<file path="config.mk">
export PLATFORM = sky130hd
export DESIGN_NAME = uart_rx
export DESIGN_NICKNAME = d
export VERILOG_FILES = /design/src/rtl/uart_rx.sv
export SDC_FILE = /design/constraint.sdc
export NUM_CORES = 1
export LEC_CHECK = 0
export CAP_MARGIN = 20
export CELL_PAD_IN_SITES_DETAIL_PLACEMENT = 1
export CELL_PAD_IN_SITES_GLOBAL_PLACEMENT = 2
export CORE_MARGIN = 2
export CORE_UTILIZATION = 30
export CTS_CLUSTER_SIZE = 28
export DETAILED_ROUTE_END_ITERATION = 16
export PLACE_DENSITY = 0.67
export RECOVER_POWER = 50
export SLEW_MARGIN = 20
export SYNTH_ARGS = -nofsm -noshare
export SYNTH_HDL_FRONTEND = slang
export SYNTH_SLANG_ARGS = --single-unit
export TNS_END_PERCENT = 10
</file>
<file path="constraint.sdc">
create_clock -name clk -period 1.6 [get_ports clk]
set_clock_uncertainty 0.05 [all_clocks]
set_input_delay 0.16 -clock clk [delete_from_list [all_inputs] [get_ports clk]]
set_output_delay 0.16 -clock clk [all_outputs]
set_load 0.03 [all_outputs]
</file>
<file path="src/rtl/uart_rx.sv">
// uart_rx -- UART receiver, 8N1 (8E1 when UART_RX_PARITY_EN is defined).
//   Synchronises the async RX line, detects the start edge, samples every bit
//   at its centre and reports each byte with a one-cycle strobe.
// Parameters:
//   CLKS_PER_BIT  clk cycles per serial bit (>= 4)
// Ports:
//   clk            single clock, rising edge
//   rst_n          asynchronous active-low reset
//   rx_serial      async serial line, idle high
//   rx_bit         1-cycle strobe: rx_data holds a new good byte
//   rx_data        last good byte, held until the next good byte
//   rx_frame_err   1-cycle strobe: stop bit sampled low
//   rx_parity_err  1-cycle strobe: even-parity mismatch (0 without the macro)
// Build option:
//   UART_RX_PARITY_EN  adds an even parity bit between data bit 7 and stop.
module uart_rx #(
   parameter int CLKS_PER_BIT = 86
) (
   input  logic       clk,
   input  logic       rst_n,
   input  logic       rx_serial,
   output logic       rx_bit,
   output logic [7:0] rx_data,
   output logic       rx_frame_err,
   output logic       rx_parity_err
);

   localparam int CW = $clog2(CLKS_PER_BIT);
   localparam logic [CW-1:0] LAST = CW'(CLKS_PER_BIT - 1);
   localparam logic [CW-1:0] MID  = CW'(CLKS_PER_BIT / 2);

   typedef enum logic [2:0] {
      IDLE,
      START,
      DATA,
`ifdef UART_RX_PARITY_EN
      PARITY,
`endif
      STOP,
      WAIT_HIGH
   } state_t;

   state_t          state;
   logic [CW-1:0]   cnt;
   logic [2:0]      idx;
   logic [7:0]      shift;
   logic [1:0]      sync;
   logic            rxs;

   // Presets to 1 so reset release never looks like a start edge.
   always_ff @(posedge clk or negedge rst_n) begin
      if (!rst_n) sync <= 2'b11;
      else        sync <= {sync[0], rx_serial};
   end
   assign rxs = sync[1];

`ifdef UART_RX_PARITY_EN
   logic par_bad;
`else
   assign rx_parity_err = 1'b0;
`endif

   always_ff @(posedge clk or negedge rst_n) begin
      if (!rst_n) begin
         state        <= IDLE;
         cnt          <= '0;
         idx          <= '0;
         shift        <= '0;
         rx_data      <= '0;
         rx_bit       <= 1'b0;
         rx_frame_err <= 1'b0;
`ifdef UART_RX_PARITY_EN
         par_bad       <= 1'b0;
         rx_parity_err <= 1'b0;
`endif
      end else begin
         rx_bit       <= 1'b0;
         rx_frame_err <= 1'b0;
`ifdef UART_RX_PARITY_EN
         rx_parity_err <= 1'b0;
`endif
         case (state)
            IDLE: begin
               cnt <= '0;
               if (!rxs) state <= START;
            end
            // Sample the start bit at its centre; a high line there was a glitch.
            START: begin
               if (cnt == MID) begin
                  cnt <= '0;
                  if (!rxs) begin
                     state <= DATA;
                     idx   <= '0;
                  end else begin
                     state <= IDLE;
                  end
               end else begin
                  cnt <= cnt + 1'b1;
               end
            end
            DATA: begin
               if (cnt == LAST) begin
                  cnt        <= '0;
                  shift[idx] <= rxs;
                  if (idx == 3'd7) begin
`ifdef UART_RX_PARITY_EN
                     state <= PARITY;
`else
                     state <= STOP;
`endif
                  end else begin
                     idx <= idx + 3'd1;
                  end
               end else begin
                  cnt <= cnt + 1'b1;
               end
            end
`ifdef UART_RX_PARITY_EN
            PARITY: begin
               if (cnt == LAST) begin
                  cnt     <= '0;
                  par_bad <= ^{shift, rxs};
                  state   <= STOP;
               end else begin
                  cnt <= cnt + 1'b1;
               end
            end
`endif
            // Leaving at mid-stop lets a following start bit be caught with no idle gap.
            STOP: begin
               if (cnt == LAST) begin
                  cnt <= '0;
                  if (rxs) begin
                     state <= IDLE;
`ifdef UART_RX_PARITY_EN
                     if (par_bad) begin
                        rx_parity_err <= 1'b1;
                     end else begin
                        rx_data <= shift;
                        rx_bit  <= 1'b1;
                     end
`else
                     rx_data <= shift;
                     rx_bit  <= 1'b1;
`endif
                  end else begin
                     rx_frame_err <= 1'b1;
`ifdef UART_RX_PARITY_EN
                     rx_parity_err <= par_bad;
`endif
                     state <= WAIT_HIGH;
                  end
               end else begin
                  cnt <= cnt + 1'b1;
               end
            end
            // A break / stuck-low line must go high before a new frame is looked for.
            WAIT_HIGH: begin
               if (rxs) state <= IDLE;
            end
            default: state <= IDLE;
         endcase
      end
   end

endmodule

</file>
Word-level counts from Yosys, hierarchy flattened
Cells that the tools add are included.
{"block": "word_totals", "regBits": 33, "input_bits": 3, "output_inout_bits": 11, "word_cells": 62}
{"block": "classes", "add_sub_neg": 2, "order_cmp": 2, "n_eq_ne": 15, "n_mux": 26, "n_reduce_logical": 9}
{"op": "$mux W3", "count": 11}
{"op": "$pmux W7 S3", "count": 1}
{"op": "$ne A2 B2 Y1 const B", "count": 8}
{"op": "$pmux W3 S5", "count": 1}
{"op": "$mux W7", "count": 2}
{"op": "$bwmux W8", "count": 1}
{"op": "$add A7 B1 Y7 const B", "count": 1}
{"op": "$eq A7 B6 Y1 const B", "count": 1}
{"op": "$eq A7 B7 Y1 const B", "count": 1}
{"op": "$mux W1", "count": 7}
{"op": "$eq A3 B2 Y1 const B", "count": 2}
{"op": "$eq A3 B3 Y1 const B", "count": 2}
{"op": "$pmux W3 S2", "count": 1}
{"op": "$reduce_and A6 Y1", "count": 1}
{"op": "$reduce_and A5 Y1", "count": 1}
{"op": "$lt A3 B4 Y1 const B", "count": 1}
{"op": "$add A3 B1 Y3 const B", "count": 1}
{"op": "$demux W1 S3", "count": 1}
{"op": "$eq A3 B1 Y1 const B", "count": 1}
{"op": "$ge A3 B1 Y1 const B", "count": 1}
{"op": "$logic_not A3 Y1", "count": 1}
{"op": "$reduce_and A3 Y1", "count": 1}
{"op": "$reduce_bool A3 Y1", "count": 1}
{"op": "$mux W2", "count": 1}
{"op": "4 further kinds", "count": 4}

Longest topological paths before layout
Gate-level depths: netlist (run 1).
{"block": "depth", "depth_word": 5, "mapped_depth": 7, "ltp_nobuf": 6}

Worst setup path before layout (run 1)
No wires, ideal clock.
{"block": "synth_path", "path_kind": "register to register", "startpoint": "reg cnt[0]", "endpoint": "reg rx_data[0]", "t_arrival_ps": 1568, "required_time_ps": 1425, "setup_slack_ps": -143, "stages_incl_launch_ff": 7, "path_buffers": 1, "period_less_slack_ps": 1743, "path_cell_list": "dfrtp_1 -> ha_1 -> and4b_2 -> and2_1 -> buf_6 -> nand3_4 -> mux2_4"}
{"block": "synth_via", "elab_chain_len": 2}
{"item": "from (decl)", "line_no": "44", "source": "logic [CW-1:0] cnt;"}
{"item": "from (signal assigned)", "line_no": "98", "source": "cnt <= cnt + 1'b1;"}
{"item": "from (signal assigned)", "line_no": "115", "source": "cnt <= cnt + 1'b1;"}
{"item": "from (signal assigned)", "line_no": "154", "source": "cnt <= cnt + 1'b1;"}
{"item": "$eq A7 B7 Y1", "line_no": "131", "source": "if (cnt == LAST) begin"}
{"item": "$reduce_and A3 Y1 (no source line)"}
{"item": "to (signal assigned)", "line_no": "143", "source": "rx_data <= shift;"}
{"item": "to (decl)", "line_no": "23", "source": "output logic [7:0] rx_data,"}
Every way passes these cells.
A chain may end at the register's enable or synchronous reset.

Worst setup path in the final report (run 1)
{"block": "layout_path", "startpoint": "reg cnt[1]", "endpoint": "reg shift[3]"}
{"block": "layout_via", "elab_chain_len": 2}
{"item": "$eq A7 B7 Y1", "line_no": "102", "source": "if (cnt == LAST) begin"}
{"item": "$reduce_and A2 Y1 (no source line)"}
{"item": "to (signal, indexed assignment)", "line_no": "104", "source": "shift[idx] <= rxs;"}
{"item": "to (decl)", "line_no": "46", "source": "logic [7:0] shift;"}
Every way passes these cells.

==> results of run 1 <==
[per-stage QoR]
stage                     hold slack [ns]  setup slack (ns)  cells
after CTS                           0.224            -0.165    244
final                               0.307            -0.190    245
after floorplan                    -0.186            -0.133    134
after detailed placement            0.298            -0.261    233
after global routing                0.315            -0.256    245
after global placement              0.295            -0.178    233
[synthesized netlist by cell type (2+ instances only)]
cell / number / area [sq um]
inv_1: 4 / 15.0
buf_6: 2 / 22.5
a22o_1: 2 / 17.5
clkbuf_1: 3 / 11.3
or3_1: 2 / 12.5
a21oi_1: 5 / 25.0
xor2_1: 4 / 35.0
mux2_4: 9 / 135
nand2b_1: 2 / 12.5
mux2_2: 8 / 90.1
ha_1: 4 / 50.1
dfrtp_1: 31 / 776
nand4_1: 4 / 25.0
nor2b_1: 3 / 18.8
nand3_1: 4 / 20.0
nor3_1: 3 / 15.0
nand2_1: 10 / 37.5
dfstp_2: 2 / 52.6
o21ai_0: 2 / 10.0
nor2_1: 8 / 30.0
nor4_1: 2 / 12.5
and2_1: 3 / 18.8
[registers in the layout, indices dropped and copies added (netlist names)]
| name | count |
|---|---|
| rx_data | 8 |
| shift | 8 |
| cnt | 7 |
| idx | 3 |
| state | 3 |
| sync | 2 |
| rx_bit | 1 |
| rx_frame_err | 1 |
[power groups by stage]
stage / Combinational [W] / Clock (W) / Sequential, W
6_report: 0.000130 / 0.000922 / 0.000865
5_1_grt: 0.000144 / 0.000992 / 0.000867
4_1_cts: 0.000127 / 0.000956 / 0.000865
3_5_place_dp: 0.000108 / 0 / 0.000880
3_3_place_gp: 0.000104 / 0 / 0.000880
2_1_floorplan: 0.0000495 / 0 / 0.000877
[cell families after synthesis]
kind of cell | count (synthesis) | synth area share (%)
mux | 17 | 14.1
simple gates | 49 | 18.1
xor+xnor | 4 | 2.20
other cells | 1 | 0.235
flops | 33 | 51.9
fa+ha+maj | 4 | 3.14
compound gates | 15 | 6.43
buf+inv | 11 | 3.84
[final timing paths]
kind | start | to | slack, ns
hold / removal | sync[0] | sync[1] | 0.31
max in group asynchronous | rst_n | cnt[1] | 0.54
min in group asynchronous | rst_n | rx_bit | 0.45
setup reg to reg | cnt[1] | shift[3] | -0.19
setup / recovery | cnt[1] | shift[3] | -0.19
hold reg to reg | sync[0] | sync[1] | 0.31
[cell usage in the layout, fill, tap and decap left out, drive strengths merged, types with 2 or more instances in the layout]
master and instances:
bufinv 2, buf 26, clkbuf 6, clkdlybuf4s50 10, nor2b 3, nand3 6, inv 4, dlygate4sd3 2
ha 4, o21ai 2, nand4 4, nor4b 2, a22o 2, and2 3, nor2 8, mux2 17
nor3 3, or3 2, nand2 10, nor4 2, nand2b 2, xor2 4, dfstp 2, dfrtp 31
a21oi 5
[final cells by class]
| class | count | area share, % |
|---|---|---|
| clock buffer | 5 | 3.09 |
| tap | 70 | 3.94 |
| clock inverter | 3 | 2.92 |
| sequential | 33 | 37.2 |
| multi-input combinational | 91 | 37.6 |
| timing repair buffer | 39 | 14.6 |
| inverter | 4 | 0.675 |
[routing by layer]
metal	global-route usage, %	part of all wire, %	vias up
met1	15.2	40	608
met5	0	0	-
li1	-	-	548
met3	3.76	3.5	4
met4	5.64	1.2	0
met2	24.9	55	14
[timing repair]
item                       in CTS  in global routing
gates resized for setup        15                 10
hold buffers                    0                  0
setup buffers                   3                  1
setup endpoints to repair      27                 30
pin swaps                       7                  6
gates cloned                    1                  0
==> impl_metrics.sql, run 1 <==
INSERT INTO impl_metrics (metric_group, metric, value, unit) VALUES
('drt', 'detail_route.vias_per_cell', '4.79', ''),
('power_and_ir_drop', 'netSwitchingPower', '0.000390', 'W'),
('worst_setup_path', 'max_stage_delay', '0.40', 'ns'),
('clock_network', 'clock_insertion_delay_worst_skew', '0.28', 'ns'),
('clock_network', 'cts_buffers', '5', ''),
('synth', 'ys_dominant_reg_cell', 'dfrtp_1', ''),
('clock_network', 'ctsRootBufferMaster', 'clkbuf_8', ''),
('final_layout', 'synthToLayoutAreaGrowth', '39.5', '%'),
('sta', 'report.final.setup_viol', '24', ''),
('worst_setup_path', 'data_arrival_time_of_the_worst_path', '1.91', 'ns'),
('power_and_ir_drop', 'power.share.combinational', '6.8', '%'),
('power_and_ir_drop', 'p_int', '0.00153', 'W'),
('drt', 'totalWireLength', '3600', 'um'),
('final_layout', 'drive_above_1_share', '41.1', '%'),
('global_routing', 'gr-total-overflow', '0', ''),
('synth', 'synthDistinctLibCells', '39', ''),
('worst_setup_path', 'cp-start-kind', 'flip-flop', ''),
('power_and_ir_drop', 'seq_power_share', '45.1', '%'),
('place', 'place.gp.congestion', '0.810', ''),
('sta', 'relSlewSlack', '45.9', '%'),
('worst_setup_path', 'cp_max_fo', '5', ''),
('power_and_ir_drop', 'p_leak', '1.06', 'nW'),
('floorplan', 'core-area', '0.00511', 'sq mm'),
('sta', 'timing.setup.tns', '-2.47', 'ns'),
('clock_network', 'clock_sinks', '33', ''),
('worst_setup_path', 'worst_ep_required_time', '1.72', 'ns'),
('floorplan', 'design.die.area', '0.00592', 'sq mm'),
('power_and_ir_drop', 'total_power', '0.00192', 'W'),
('place', 'detailed_place.area', '0.00194', 'sq mm'),
('worst_setup_path', 'crit_slowest_cell', 'dfrtp_1', ''),
('min_path', 'min_delay_path_depth', '0', ''),
('place', 'hpwl', '2420', 'um'),
('drt', 'route.detailed.wl_per_inst', '14.7', 'um'),
('sta', 'timing.final.crit_share', '112', '%'),
('worst_setup_path', 'crit_chain', 'inv_1 -> ha_2 -> and4b_2 -> nand2_4 -> nor4b_2 -> mux2_2', ''),
('floorplan', 'floorplan.die.width', '76.9', 'um'),
('global_routing', 'grtUsageTotal', '13.8', '%'),
('drt', 'detail_route.first_pass.iterations', '3', ''),
('worst_setup_path', 'cp.depth', '6', ''),
('synth', 'share_of_the_yosys_chip_area_belonging_to_registers', '51.9', '%'),
('sta', 'setup_repair_after_global_routing_missed_its_margin', 'yes', ''),
('global_routing', 'maximum_number_of_pins_on_one_net_before_global_route_repair', '34', ''),
('sta', 'fin_crit', '1.79', 'ns'),
('synth', 'ys_warn_count', '0', ''),
('worst_setup_path', 'r2r.worst_path.cells', '6', ''),
('worst_setup_path', 'timing_worst_setup_path_type', 'flip-flop to flip-flop', ''),
('final_layout', 'final_area', '0.00222', 'sq mm'),
('sta', 'tightestPinTransition', '0.811', 'ns'),
('sta', 'fmax', '0.559', 'GHz'),
('power_and_ir_drop', 'clock_power_share', '48.1', '%'),
('synth', 'syn_inst', '134', ''),
('drt', 'drtAntennaViolNets', '0', ''),
('run_status', 'result_of_the_run', 'complete, but fails checks', ''),
('final_layout', 'finish.utilization', '43.6', '%'),
('worst_setup_path', 'path_delay_family', 'simple AND/OR/NAND/NOR gates', ''),
('synth', 'syn-mean-instance-area', '11.9', 'sq um'),
('clock_network', 'cts_max_path_buffers', '2', ''),
('synth', 'synth-edff-count', '0', ''),
('run_status', 'failed_checks', 'negative setup slack', ''),
('drt', 'drc', '0', ''),
('synth', 'synthesis_stage_register_bit_count', '33', ''),
('power_and_ir_drop', 'ir_worst_vdd', '0.465', 'mV'),
('clock_network', 'clk_pin_slew_worst_paths', '0.07', 'ns'),
('clock_network', 'cts_tree', 'yes', ''),
('floorplan', 'initial_core_util', '31.2', '%'),
('sta', 'timing.final.ws_setup', '-0.190', 'ns'),
('place', 'io_buffer_count', '12', ''),
('final_layout', 'n_antenna_cell', '0', ''),
('floorplan', 'floorplan.die.height', '76.9', 'um'),
('clock_network', 'h_tree_levels', '2', ''),
('global_routing', 'initial_antenna_violation_count', '0', '');
No activity file was read; power rests on OpenSTA's default activity.
==> run 2: changes to the inputs <==
--- a/config.mk
+++ b/config.mk
@@ -18,4 +18,4 @@
 export SYNTH_ARGS = -nofsm -noshare
 export SYNTH_HDL_FRONTEND = slang
 export SYNTH_SLANG_ARGS = --single-unit
-export TNS_END_PERCENT = 10
+export TNS_END_PERCENT = 30
==> impl_metrics.sql, run 2 (synthesized netlist as in run 1, its figures left out) <==
INSERT INTO impl_metrics (metric_group, metric, value, unit) VALUES
('worst_setup_path', 'r2r.worst_path.cells', '6', ''),
('sta', 'timing.final.crit_share', '112', '%'),
('worst_setup_path', 'max_stage_delay', '0.40', 'ns'),
('power_and_ir_drop', 'total_power', '0.00192', 'W'),
('drt', 'drc', '0', ''),
('place', 'io_buffer_count', '12', ''),
('run_status', 'result_of_the_run', 'complete, but fails checks', ''),
('final_layout', 'synthToLayoutAreaGrowth', '39.5', '%'),
('final_layout', 'net_total_in_the_final_layout', '181', ''),
('global_routing', 'grt_first_pass_wirelength', '6320', 'um'),
('final_layout', 'area.sequential', '828', 'sq um'),
('place', 'place.gp.congestion', '0.810', ''),
('final_layout', 'drive_above_1_share', '41.1', '%'),
('min_path', 'hp-class', 'flip-flop to flip-flop', ''),
('power_and_ir_drop', 'ir_worst_vdd', '0.465', 'mV'),
('final_layout', 'multiInputGateArea', '836', 'sq um'),
('drt', 'detail_route.first_pass.iterations', '3', ''),
('floorplan', 'rows', '26', ''),
('sta', 'fmax', '0.559', 'GHz'),
('power_and_ir_drop', 'clock_power_share', '48.1', '%'),
('clock_network', 'cts_buffers', '5', ''),
('power_and_ir_drop', 'power.share.combinational', '6.8', '%'),
('worst_setup_path', 'timing_worst_setup_path_type', 'flip-flop to flip-flop', ''),
('floorplan', 'initial_core_util', '31.2', '%'),
('global_routing', 'initial_antenna_violation_count', '0', ''),
('final_layout', 'num-fill-cells', '566', ''),
('power_and_ir_drop', 'p_leak', '1.06', 'nW'),
('worst_setup_path', 'timing.critical_path.to_type', 'flip-flop', ''),
('global_routing', 'gr-total-overflow', '0', ''),
('sta', 'tightestPinTransition', '0.812', 'ns'),
('power_and_ir_drop', 'p_int', '0.00153', 'W'),
('worst_setup_path', 'cp_max_fo', '5', ''),
('sta', 'setup_repair_after_global_routing_missed_its_margin', 'yes', ''),
('drt', 'drtAntennaViolNets', '0', ''),
('final_layout', 'final_area', '0.00222', 'sq mm'),
('power_and_ir_drop', 'pwr_density_cell', '862', 'mW/mm^2'),
('floorplan', 'ios', '14', ''),
('drt', 'dr.first_iter.drc_count', '44', ''),
('sta', 'report.final.setup_viol', '24', ''),
('sta', 'final_hold_viol_count', '0', ''),
('final_layout', 'mostFrequentLayoutCells', 'dfrtp_1 (31), buf_4 (25), mux2_4 (12)', ''),
('clock_network', 'clk_pin_slew_worst_paths', '0.07', 'ns'),
('power_and_ir_drop', 'seq_power_share', '45.1', '%'),
('sta', 'finalMaxSlewViolations', '0', ''),
('sta', 'relSlewSlack', '45.9', '%'),
('worst_setup_path', 'worst_ep_required_time', '1.72', 'ns'),
('sta', 'timing.final.ws_setup', '-0.190', 'ns'),
('sta', 'holdWs', '0.307', 'ns'),
('worst_setup_path', 'crit_slowest_cell', 'dfrtp_1', ''),
('power_and_ir_drop', 'netSwitchingPower', '0.000389', 'W'),
('global_routing', 'grtUsageTotal', '13.8', '%'),
('clock_network', 'h_tree_levels', '2', ''),
('drt', 'route.detailed.wl_per_inst', '14.7', 'um'),
('run_status', 'failed_checks', 'negative setup slack', ''),
('final_layout', 'biggestRegsByFlops', 'rx_data (8), shift (8), cnt (7)', ''),
('clock_network', 'clock_insertion_delay_worst_skew', '0.28', 'ns'),
('place', 'dpl.cell_count', '233', ''),
('min_path', 'min_delay_path_depth', '0', ''),
('final_layout', 'instances_no_fill', '245', ''),
('worst_setup_path', 'crit_chain', 'inv_1 -> ha_2 -> and4b_2 -> nand2_4 -> nor4b_2 -> mux2_2', ''),
('place', 'hpwl', '2420', 'um'),
('floorplan', 'core-area', '0.00511', 'sq mm'),
('drt', 'detail_route.vias_per_cell', '4.81', ''),
('place', 'dp_slack', '-0.261', 'ns'),
('sta', 'fin_crit', '1.79', 'ns'),
('clock_network', 'clock_sinks', '33', ''),
('global_routing', 'maximum_number_of_pins_on_one_net_before_global_route_repair', '34', ''),
('final_layout', 'n_antenna_cell', '0', ''),
('clock_network', 'cts_max_path_buffers', '2', ''),
('clock_network', 'cts_hold_repair.buffers', '0', ''),
('floorplan', 'design.die.area', '0.00592', 'sq mm'),
('place', 'detailed_place.area', '0.00194', 'sq mm'),
('floorplan', 'floorplan.die.height', '76.9', 'um'),
('worst_setup_path', 'cp-start-kind', 'flip-flop', ''),
('drt', 'via_count', '1178', ''),
('floorplan', 'floorplan.die.width', '76.9', 'um'),
('power_and_ir_drop', 'netSwitchingFraction', '20.3', '%'),
('worst_setup_path', 'data_arrival_time_of_the_worst_path', '1.91', 'ns'),
('job', 'timing.max_cap.violations', '0', ''),
('clock_network', 'ctsRootBufferMaster', 'clkbuf_8', ''),
('final_layout', 'layout.cells.most_common', 'dfrtp_1', ''),
('clock_network', 'cts_tree', 'yes', ''),
('drt', 'totalWireLength', '3600', 'um'),
('global_routing', 'via_count_of_the_first_global_routing_pass', '1280', '');
[run 2: power groups by stage]
stage          registers, W  logic [W]  clock network, W
6_report           0.000865   0.000130          0.000922
5_1_grt            0.000867   0.000144          0.000992
4_1_cts            0.000865   0.000128          0.000956
3_5_place_dp       0.000880   0.000108                 0
3_3_place_gp       0.000880   0.000104                 0
2_1_floorplan      0.000877  0.0000495                 0
[run 2: layer usage]
layer	global-route usage (%)	up-vias	wire length [um]
met5	0	-	0
met4	5.64	0	44
met3	3.76	4	125
met2	24.9	14	1980
met1	15.2	610	1440
li1	-	550	-
[run 2: final cells by class]
type / count / area share (%)
inverter: 4 / 0.675
clock inverter: 3 / 2.92
tap: 70 / 3.94
multi-input combinational: 91 / 37.6
timing repair buffer: 39 / 14.6
sequential: 33 / 37.2
clock buffer: 5 / 3.09
[run 2: what timing repair did]
item / CTS / global route
gates cloned: 1 / 0
pin swaps: 7 / 5
resized for setup: 16 / 9
setup endpoints to repair: 27 / 30
setup buffers: 3 / 1
[run 2: critical path, delay by kind of cell (launching register included)]
family                   cells  cell delay, ns
AND/OR/NAND/NOR              3            0.67
multiplexers                 1            0.36
flip-flops                   1            0.40
buffers and inverters        1            0.07
adder cells (fa/ha/maj)      1            0.15
[run 2: final timing paths]
check,slack [ns],startpoint,endpoint
max in group asynchronous,0.54,rst_n,cnt[1]
hold reg to reg,0.31,sync[0],sync[1]
hold / removal,0.31,sync[0],sync[1]
min in group asynchronous,0.45,rst_n,rx_bit
setup reg to reg,-0.19,cnt[1],shift[3]
setup / recovery,-0.19,cnt[1],shift[3]
[run 2: metrics by stage]
stage | utilization (%) | TNS (ns)
final | 43.6 | -2.56
after global routing | 43.6 | -4.79
after CTS | 42.5 | -3.10
after detailed placement | 38.0 | -3.45
after global placement | 38.0 | -2.73
after floorplan | - | -2.07
==> run 3: changes to the inputs <==
--- a/config.mk
+++ b/config.mk
@@ -12,6 +12,7 @@
 export CORE_UTILIZATION = 30
 export CTS_CLUSTER_SIZE = 28
 export DETAILED_ROUTE_END_ITERATION = 16
+export MAX_ROUTING_LAYER = met4
 export PLACE_DENSITY = 0.67
 export RECOVER_POWER = 50
 export SLEW_MARGIN = 20
==> impl_metrics.sql, run 3 (synthesized netlist as in run 1, its figures left out) <==
INSERT INTO impl_metrics (metric_group, metric, value, unit) VALUES
('final_layout', 'layout.cells.most_common', 'dfrtp_1', ''),
('drt', 'route.detailed.wl_per_inst', '14.8', 'um'),
('worst_setup_path', 'data_arrival_time_of_the_worst_path', '1.89', 'ns'),
('drt', 'sum_of_met3_wire_segment_lengths_after_detailed_routing', '120', 'um'),
('drt', 'dr.first_iter.drc_count', '51', ''),
('worst_setup_path', 'cp.depth', '6', ''),
('clock_network', 'ctsRootBufferMaster', 'clkbuf_8', ''),
('power_and_ir_drop', 'p_int', '0.00153', 'W'),
('sta', 'timing.setup.tns', '-2.58', 'ns'),
('floorplan', 'ios', '14', ''),
('global_routing', 'maximum_number_of_pins_on_one_net_before_global_route_repair', '34', ''),
('place', 'hpwl', '2420', 'um'),
('final_layout', 'num-fill-cells', '572', ''),
('min_path', 'hp-class', 'flip-flop to flip-flop', ''),
('global_routing', 'via_count_of_the_first_global_routing_pass', '1283', ''),
('final_layout', 'n_antenna_cell', '0', ''),
('drt', 'met2RoutedLength', '2000', 'um'),
('sta', 'timing.final.crit_share', '111', '%'),
('power_and_ir_drop', 'ir_worst_vdd', '0.464', 'mV'),
('worst_setup_path', 'timing.critical_path.to_type', 'flip-flop', ''),
('clock_network', 'clk_pin_slew_worst_paths', '0.07', 'ns'),
('worst_setup_path', 'worstReg2RegEnd', 'shift[3]', ''),
('final_layout', 'final_area', '0.00220', 'sq mm'),
('run_status', 'result_of_the_run', 'complete, but fails checks', ''),
('sta', 'finalMaxSlewViolations', '0', ''),
('sta', 'final_hold_viol_count', '0', ''),
('drt', 'via_count', '1170', ''),
('floorplan', 'floorplan.die.height', '76.9', 'um'),
('worst_setup_path', 'max_stage_delay', '0.40', 'ns'),
('worst_setup_path', 'cp_max_fo', '5', ''),
('power_and_ir_drop', 'netSwitchingFraction', '20.3', '%'),
('worst_setup_path', 'r2r_setup_slack', '-0.17', 'ns'),
('power_and_ir_drop', 'netSwitchingPower', '0.000390', 'W'),
('place', 'place.gp.congestion', '0.822', ''),
('final_layout', 'area.sequential', '828', 'sq um'),
('worst_setup_path', 'r2r.worst_path.cells', '6', ''),
('final_layout', 'biggestRegsByFlops', 'rx_data (8), shift (8), cnt (7)', ''),
('sta', 'fin_crit', '1.77', 'ns'),
('power_and_ir_drop', 'p_leak', '1.04', 'nW'),
('power_and_ir_drop', 'power.share.combinational', '6.8', '%'),
('worst_setup_path', 'crit_chain', 'inv_1 -> ha_2 -> and4b_2 -> nand2_4 -> nor4b_2 -> mux2_2', ''),
('place', 'io_buffer_count', '12', ''),
('worst_setup_path', 'worst_ep_required_time', '1.72', 'ns'),
('final_layout', 'net_total_in_the_final_layout', '181', ''),
('clock_network', 'cts_hold_repair.buffers', '0', ''),
('place', 'detailed_place.area', '0.00194', 'sq mm'),
('worst_setup_path', 'critPathBufInv', '1', ''),
('floorplan', 'rows', '26', ''),
('worst_setup_path', 'cp-start-kind', 'flip-flop', ''),
('power_and_ir_drop', 'seq_power_share', '45.1', '%'),
('drt', 'wl_met1', '1470', 'um'),
('clock_network', 'cts_buffers', '5', ''),
('sta', 'timing.final.ws_setup', '-0.169', 'ns'),
('drt', 'detail_route.first_pass.iterations', '3', ''),
('floorplan', 'floorplan.die.width', '76.9', 'um'),
('final_layout', 'mostFrequentLayoutCells', 'dfrtp_1 (31), buf_4 (25), mux2_4 (10), clkdlybuf4s50_1 (10), nand2_1 (9)', ''),
('drt', 'totalWireLength', '3620', 'um'),
('global_routing', 'grt_first_pass_wirelength', '6370', 'um'),
('clock_network', 'cts_tree', 'yes', ''),
('clock_network', 'clock_insertion_delay_worst_skew', '0.28', 'ns'),
('floorplan', 'core-area', '0.00511', 'sq mm'),
('clock_network', 'h_tree_levels', '2', ''),
('final_layout', 'drive_above_1_share', '40.6', '%'),
('drt', 'top_layer', 'met4', ''),
('worst_setup_path', 'crit_slowest_cell', 'dfrtp_1', ''),
('worst_setup_path', 'timing_worst_setup_path_type', 'flip-flop to flip-flop', ''),
('global_routing', 'grtUsageTotal', '14.4', '%'),
('final_layout', 'instances_no_fill', '245', ''),
('place', 'dp_slack', '-0.261', 'ns'),
('drt', 'detail_route.vias_per_cell', '4.78', ''),
('drt', 'drc', '0', ''),
('sta', 'tightestPinTransition', '0.815', 'ns'),
('final_layout', 'synthToLayoutAreaGrowth', '37.7', '%'),
('job', 'timing.max_cap.violations', '0', ''),
('sta', 'report.final.setup_viol', '24', ''),
('clock_network', 'clock_sinks', '33', ''),
('power_and_ir_drop', 'pwr_density_cell', '873', 'mW/mm^2'),
('drt', 'drtAntennaViolNets', '0', ''),
('sta', 'relSlewSlack', '45.7', '%'),
('worst_setup_path', 'path_delay_family', 'simple AND/OR/NAND/NOR gates', ''),
('power_and_ir_drop', 'clock_power_share', '48.1', '%'),
('global_routing', 'gr-total-overflow', '0', ''),
('worst_setup_path', 'crit_start', 'cnt[1]', ''),
('floorplan', 'initial_core_util', '31.2', '%'),
('sta', 'fmax', '0.565', 'GHz'),
('final_layout', 'multiInputGateArea', '808', 'sq um'),
('floorplan', 'design.die.area', '0.00592', 'sq mm'),
('worst_setup_path', 'crit_path_capture', 'shift[3]', ''),
('global_routing', 'initial_antenna_violation_count', '0', ''),
('place', 'dpl.cell_count', '233', ''),
('clock_network', 'cts_max_path_buffers', '2', ''),
('sta', 'setup_repair_after_global_routing_missed_its_margin', 'yes', ''),
('final_layout', 'finish.utilization', '43.0', '%'),
('run_status', 'failed_checks', 'negative setup slack', ''),
('worst_setup_path', 'reg2reg_from', 'cnt[1]', '');
==> run 3: cell counts in the layout (fill, tap and decap cells not counted) <==
No cell type changed its count.
==> run 3: how the worst min path moves through the flow <==
stage / startpoint / cells past startpoint / end / slack (ns)
2_1_floorplan: rst_n / 0 / cnt[0] / -0.19
3_3_place_gp: sync[0] / 0 / sync[1] / 0.30
3_5_place_dp: sync[0] / 0 / sync[1] / 0.30
4_1_cts: rx_serial / 1 / sync[0] / 0.22
5_1_grt: sync[0] / 0 / sync[1] / 0.32
6_report: sync[0] / 0 / sync[1] / 0.31
==> run 3: power by group through the flow <==
stage | Combinational (W) | Sequential [W] | Clock (W)
floorplan | 0.0000495 | 0.000877 | 0
global placement | 0.000104 | 0.000880 | 0
detailed placement | 0.000108 | 0.000880 | 0
CTS | 0.000128 | 0.000865 | 0.000956
global route | 0.000144 | 0.000867 | 0.00100
finish | 0.000130 | 0.000865 | 0.000923
==> run 3: final cells by class <==
class                   instances  share of cell area, %
flip-flops and latches         33                   37.7
multi-input cells              91                   36.8
inverters                       4                  0.683
clock buffers                   5                   3.13
repair buffers                 39                   14.7
clock inverters                 3                   2.96
well taps                      70                   3.99
==> run 3: per-stage QoR <==
stage,power (W),hold slack (ns)
global placement,0.000984,0.295
floorplan,0.000926,-0.186
finish,0.00192,0.306
global route,0.00201,0.315
detailed placement,0.000987,0.298
CTS,0.00195,0.224
==> run 3: per-layer routing <==
metal	vias up	track usage (%)
li1	549	-
met1	605	15.4
met2	14	24.8
met3	2	5.18
met4	0	4.55
met5	-	-
==> run 3: repair_timing <==
item,4_1_cts,5_1_grt
pin swaps,7,4
cloned,1,0
gates resized for setup,16,4
endpoints found under the hold margin,0,0
buffers inserted,3,1
setup endpoints to repair,27,30
